==> src/rtl/mem_stage_pkg.sv <==
// Shared types and constants for the MIPS MEM stage.
package mem_stage_pkg;

  localparam int unsigned REG_ADDR_W = 5;
  localparam int unsigned DATA_W_DEF = 32;

  // Low address bits that must be zero for a word access.
  localparam logic [1:0] BYTE_OFS_MASK = 2'b11;

  typedef enum logic {
    MEM_ST_IDLE   = 1'b0,
    MEM_ST_ACCESS = 1'b1
  } mem_state_e;

  // Context of an in-flight memory access, needed at retire time.
  typedef struct packed {
    logic                  is_load;
    logic                  reg_write;
    logic [REG_ADDR_W-1:0] write_reg;
  } acc_ctx_t;

  function automatic logic is_word_aligned(input logic [1:0] byte_ofs);
    return (byte_ofs & BYTE_OFS_MASK) == 2'b00;
  endfunction

endpackage

==> src/rtl/mem_access_timer.sv <==
// Saturating access timer with clear/enable and a terminal-count flag.
module mem_access_timer #(
  parameter int unsigned TIMEOUT_CYCLES = 16,
  parameter int unsigned CNT_W          = 5
) (
  input  logic clk,
  input  logic rst_n,
  input  logic clr,
  input  logic en,
  output logic tc_c
);

  localparam logic [CNT_W-1:0] TC_VAL  = CNT_W'(TIMEOUT_CYCLES - 1);
  localparam logic [CNT_W-1:0] SAT_VAL = '1;

  logic [CNT_W-1:0] count_q;

  // Count enabled cycles; clear wins, and the count never wraps.
  always_ff @(posedge clk or negedge rst_n) begin
    if (!rst_n) begin
      count_q <= '0;
    end else if (clr) begin
      count_q <= '0;
    end else if (en && (count_q != SAT_VAL)) begin
      count_q <= count_q + CNT_W'(1);
    end
  end

  assign tc_c = (count_q == TC_VAL);

endmodule

==> src/rtl/mem_stage.sv <==
// MIPS MEM stage: forwards ALU ops, runs load/store handshakes with timeout.
module mem_stage
  import mem_stage_pkg::*;
#(
  parameter int unsigned DATA_W         = DATA_W_DEF,
  parameter int unsigned TIMEOUT_CYCLES = 16,
  parameter int unsigned CNT_W          = 5
) (
  input  logic                  clk,
  input  logic                  rst_n,
  input  logic                  ex_valid,
  input  logic [DATA_W-1:0]     ex_alu_result,
  input  logic [DATA_W-1:0]     ex_write_data,
  input  logic                  ex_mem_read,
  input  logic                  ex_mem_write,
  input  logic                  ex_reg_write,
  input  logic [REG_ADDR_W-1:0] ex_write_reg,
  output logic                  stall_out,
  output logic                  dmem_req,
  output logic                  dmem_we,
  output logic [DATA_W-1:0]     dmem_addr,
  output logic [DATA_W-1:0]     dmem_wdata,
  input  logic                  dmem_ack,
  input  logic [DATA_W-1:0]     dmem_rdata,
  output logic                  wb_valid,
  output logic                  wb_reg_write,
  output logic [REG_ADDR_W-1:0] wb_write_reg,
  output logic [DATA_W-1:0]     wb_data,
  output logic                  misalign_err,
  output logic                  bus_err
);

  mem_state_e state_q, state_d;
  acc_ctx_t   ctx_q, ctx_d;

  logic                  req_d, we_d;
  logic [DATA_W-1:0]     addr_d, wdata_d;
  logic                  wb_valid_d, wb_reg_write_d;
  logic [REG_ADDR_W-1:0] wb_write_reg_d;
  logic [DATA_W-1:0]     wb_data_d;
  logic                  misalign_d, bus_err_d;

  logic tmr_clr, tmr_en, tmr_tc;
  logic is_mem_op, is_bad_op;

  assign is_mem_op = ex_mem_read | ex_mem_write;
  assign is_bad_op = is_mem_op &&
                     (!is_word_aligned(ex_alu_result[1:0]) || (ex_mem_read && ex_mem_write));

  // Stall is a pure decode of the state flop.
  assign stall_out = (state_q == MEM_ST_ACCESS);

  mem_access_timer #(
    .TIMEOUT_CYCLES (TIMEOUT_CYCLES),
    .CNT_W          (CNT_W)
  ) u_timer (
    .clk   (clk),
    .rst_n (rst_n),
    .clr   (tmr_clr),
    .en    (tmr_en),
    .tc_c  (tmr_tc)
  );

  // Next-state and next-output logic; error flags and wb_valid default to idle pulses.
  always_comb begin
    state_d        = state_q;
    ctx_d          = ctx_q;
    req_d          = dmem_req;
    we_d           = dmem_we;
    addr_d         = dmem_addr;
    wdata_d        = dmem_wdata;
    wb_valid_d     = 1'b0;
    wb_reg_write_d = wb_reg_write;
    wb_write_reg_d = wb_write_reg;
    wb_data_d      = wb_data;
    misalign_d     = 1'b0;
    bus_err_d      = 1'b0;
    tmr_clr        = 1'b0;
    tmr_en         = 1'b0;

    case (state_q)
      MEM_ST_IDLE: begin
        if (ex_valid) begin
          if (!is_mem_op) begin
            wb_valid_d     = 1'b1;
            wb_data_d      = ex_alu_result;
            wb_reg_write_d = ex_reg_write;
            wb_write_reg_d = ex_write_reg;
          end else if (is_bad_op) begin
            wb_valid_d     = 1'b1;
            wb_reg_write_d = 1'b0;
            misalign_d     = 1'b1;
          end else begin
            req_d           = 1'b1;
            we_d            = ex_mem_write;
            addr_d          = {ex_alu_result[DATA_W-1:2], 2'b00};
            wdata_d         = ex_write_data;
            ctx_d.is_load   = ex_mem_read;
            ctx_d.reg_write = ex_reg_write;
            ctx_d.write_reg = ex_write_reg;
            tmr_clr         = 1'b1;
            state_d         = MEM_ST_ACCESS;
          end
        end
      end

      MEM_ST_ACCESS: begin
        if (dmem_ack) begin
          req_d          = 1'b0;
          wb_valid_d     = 1'b1;
          wb_write_reg_d = ctx_q.write_reg;
          state_d        = MEM_ST_IDLE;
          if (ctx_q.is_load) begin
            wb_data_d      = dmem_rdata;
            wb_reg_write_d = ctx_q.reg_write;
          end else begin
            wb_data_d      = dmem_addr;
            wb_reg_write_d = 1'b0;
          end
        end else if (tmr_tc) begin
          req_d          = 1'b0;
          bus_err_d      = 1'b1;
          wb_valid_d     = 1'b1;
          wb_reg_write_d = 1'b0;
          state_d        = MEM_ST_IDLE;
        end else begin
          tmr_en = 1'b1;
        end
      end

      default: state_d = MEM_ST_IDLE;
    endcase
  end

  // State, memory-interface and MEM/WB registers.
  always_ff @(posedge clk or negedge rst_n) begin
    if (!rst_n) begin
      state_q      <= MEM_ST_IDLE;
      ctx_q        <= '0;
      dmem_req     <= 1'b0;
      dmem_we      <= 1'b0;
      dmem_addr    <= '0;
      dmem_wdata   <= '0;
      wb_valid     <= 1'b0;
      wb_reg_write <= 1'b0;
      wb_write_reg <= '0;
      wb_data      <= '0;
      misalign_err <= 1'b0;
      bus_err      <= 1'b0;
    end else begin
      state_q      <= state_d;
      ctx_q        <= ctx_d;
      dmem_req     <= req_d;
      dmem_we      <= we_d;
      dmem_addr    <= addr_d;
      dmem_wdata   <= wdata_d;
      wb_valid     <= wb_valid_d;
      wb_reg_write <= wb_reg_write_d;
      wb_write_reg <= wb_write_reg_d;
      wb_data      <= wb_data_d;
      misalign_err <= misalign_d;
      bus_err      <= bus_err_d;
    end
  end

endmodule

==> config.mk <==
export PLATFORM = sky130hd
export DESIGN_NAME = mem_stage
export DESIGN_NICKNAME = d
export VERILOG_FILES = /design/src/rtl/mem_stage_pkg.sv /design/src/rtl/mem_access_timer.sv /design/src/rtl/mem_stage.sv
export SDC_FILE = /design/constraint.sdc
export NUM_CORES = 1
export LEC_CHECK = 0
export ABC_AREA = 1
export BUFFER_PORTS_ARGS = -buffer_cell sky130_fd_sc_hd__buf_4
export CELL_PAD_IN_SITES_DETAIL_PLACEMENT = 1
export CELL_PAD_IN_SITES_GLOBAL_PLACEMENT = 1
export CORE_UTILIZATION = 38
export CTS_BUF_LIST = sky130_fd_sc_hd__clkbuf_8
export CTS_CLUSTER_SIZE = 8
export DETAILED_ROUTE_END_ITERATION = 12
export PLACE_DENSITY = 0.94
export REMOVE_ABC_BUFFERS = 1
export SYNTH_ARGS = -nofsm -noshare
export SYNTH_HDL_FRONTEND = slang
export SYNTH_SLANG_ARGS = --single-unit
==> constraint.sdc <==
create_clock -name clk -period 3.55 [get_ports clk]
set_clock_uncertainty 0.15 [all_clocks]
set_input_delay 0.355 -clock clk [delete_from_list [all_inputs] [get_ports clk]]
set_output_delay 0.355 -clock clk [all_outputs]
set_load 0.005 [all_outputs]
==> results.md <==
* Clk root buf: clkbuf_8
* Tmin final at 2.42 ns
* Share of layout cells above drive strength 1 at 0.283
* Die ar. at 14600 um^2
* Slowest stage delay, CP at 0.57 ns
* Top post-synthesis cells by area: dfrtp_1 55%, nand2_1 21%, o21ai_1 4.2%, nor2_1 3.5%, a21oi_1 3.1%
* Hpwl dp at 11.7 mm
* Worst-Margin Slew at 1.13 ns
* Critical path required time at 3.70 ns
* Commonest non-fill, non-tap cell in the layout: nand2_1
* DIE HEIGHT at 121 um
* DR pass1 iterations at 4
* # IOs at 216
* Worst-path cell chain: dlygate4sd3_1, buf_4, nand2_1, nand3_1, inv_2, nand2_4, o21ai_0
* Antenna violations before repair at 0
* Met1 Usage GRT at 0.314
* GRT overflow at 0
* Top flop regs: dmem_wdata (32), wb_data (32), dmem_addr (30)
* NetSw at 1360 uW
* DRT iter0 DRCs at roughly 380
* Crit path DAT at about 2.6 ns
* CTS sink cnt at 118
* Number of max-cap violations at 0
* Startpoint Class: input port
* Syn avg cell area at 7.83 um^2
* Switch share at 0.306
* First-pass GRT wire length at 30.3 mm
* Largest net degree at the start of global routing at 106
* Vias per cell at 4.89
* Critical path's slowest cell: nand2_4
* H-tree depth at 4
* Via count at ~5500
* Syn Inst Count at roughly 700
* Hold crit path type: in2reg
* Setup_tns at 0 ns
* CP Max Fanout at 105
* Crit end category: flop
* Row cnt at 43
* Final Hold Violating Endpoints at 0
* Comb power frac at 0.274
* Yosys cell types at 25
* Port buffer count at 213
* # diodes at 0
* Number of CTS-inserted buffers at 17
* Post-synthesis sequential area ratio at 0.550
* #FFs+latches synth at between 100 and 150
* Final ANT Viol Nets at 0
* Latest clock arrival within the worst-skew pair at 0.44 ns
* Core box area at 13800 um^2
* Cell area power density at 563 nW/um^2
* Vias in the first global route at 5837
* Reg power frac at 0.416
* M2 GR Usage at 0.470
* Final net count at ~1000
* Slew HR at 0.247
* Routed WL per cell at 17.0 um
* Count of pins over their slew limit at 0
* Critical path class: in2reg
* Post-CTS Repair Setup Buffers at 0
* Pint at between 3000 and 4000 uW
* Worst vdd ir at around 270 uV
* Fmax at 413 MHz
* Met3 usage at 0.0887
* Synth area leader: dfrtp_1
* Initial core utilization at 0.388
* Final Cycle Share at 0.682
* GPL Wtd Cong at ~0.8
* Clk pin slew, worst setup/hold paths at approximately 0.06 ns
* Global Route Usage Sum at 0.273
* Mapped cell area at 5370 um^2
* Top Usage Layer GRT: met2
* CTS tree: done
* Routed Wire Length at 19.0 mm
* Pleak at 0.00435 uW
* Commonest non-fill, non-tap cells in the layout: 299 x nand2_1, 219 x buf_4, 117 x dfrtp_1
* Clock Power Share at 0.310
* Die Wd at 121 um
* Final setup viols at 0
* RSZ-0062 raised after global routing: false
* Ys Warns at 0
* Synth-to-layout area growth at 47.1%
* Post-synth top area share at 0.550
* CTS Buffer Depth at 2
* Residual DRC count at 0
* Outcome: complete, no violations
* Utilization after layout at 0.571
-- worst paths after layout --
path,from,end,slack (ns),cells past startpoint
min,ex_alu_result[31],dmem_addr[31]$_DFFE_PN0P_,0.04,3
min in group asynchronous,rst_n,dmem_addr[13]$_DFFE_PN0P_,0.44,2
max reg2reg,stall_out$_DFF_PN0_,dmem_addr[7]$_DFFE_PN0P_,1.24,5
min reg2reg,ctx_q[0]$_DFFE_PN0P_,ctx_q[0]$_DFFE_PN0P_,0.33,2
max in group asynchronous,rst_n,dmem_wdata[31]$_DFFE_PN0P_,2.00,3
max,ex_mem_read,dmem_addr[7]$_DFFE_PN0P_,1.13,7
-- area by class of cell --
type                       instances  area (um^2)
multi-input combinational        482         2030
sequential                       118         2950
timing repair buffer             260         2060
inverter                          47          176
clock buffer                      21          289
tap                              180          225
clock inverter                    10          153
fill                            1678         5930
-- cells in the mapped netlist, drive strengths merged --
library cell	n
inv	47
conb	1
xor2	1
dfrtp	118
a21oi	34
nand2	301
or2	5
clkbuf	11
nand4	2
o21ai	76
buf	28
ha	3
nand3	6
nor2	52
-- kinds of logic after synthesis --
| family | count (synthesis) | synth area share |
|---|---|---|
| AND/OR/NAND/NOR | 366 | 0.264 |
| flip-flops | 118 | 0.550 |
| AO/OA/AOI/OAI | 110 | 0.104 |
| buffers and inverters | 86 | 0.0728 |
| adder cells (fa/ha/maj) | 3 | 0.00700 |
| XOR/XNOR | 1 | 0.00163 |
| other | 1 | 0.000699 |
-- stage by stage --
stage               cells  worst slack, ns  instance area (um^2)  hold slack (ns)  power, uW
CTS                  1118             1.19                  7890          0.00129       4450
finish               1118             1.13                  7890           0.0392       4440
floorplan             647            0.351                  5150          -0.0906       2270
global placement     1047             1.43                  7050            0.306       2950
detailed placement   1047             1.28                  7050            0.311       3020
global route         1118            0.975                  7890          0.00690       4700
-- critical path, delay by kind of cell --
family                 cells  cell delay, ns
buffers and inverters      3            0.86
AO/OA/AOI/OAI              1            0.51
AND/OR/NAND/NOR            3            0.82
-- layer usage --
metal | share of wire | vias up
li1 | - | 2593
met1 | 0.40 | 2631
met2 | 0.50 | 206
met3 | 0.074 | 37
met4 | 0.025 | 0
met5 | 0 | -
-- power groups by stage --
| stage | Sequential, uW | Clock, uW | Combinational (uW) |
|---|---|---|---|
| 6_report | 1850 | 1380 | 1220 |
| 4_1_cts | 1840 | 1400 | 1210 |
| 3_5_place_dp | 1850 | 0 | 1170 |
| 3_3_place_gp | 1850 | 0 | 1110 |
| 5_1_grt | 1880 | 1460 | 1360 |
| 2_1_floorplan | 1860 | 0 | 408 |
-- timing repair --
action                    in CTS  in global routing
hold buffers                  40                  0
resized for setup              0                  0
hold endpoints to repair     110                  0
No activity file was read; power rests on OpenSTA's default activity.
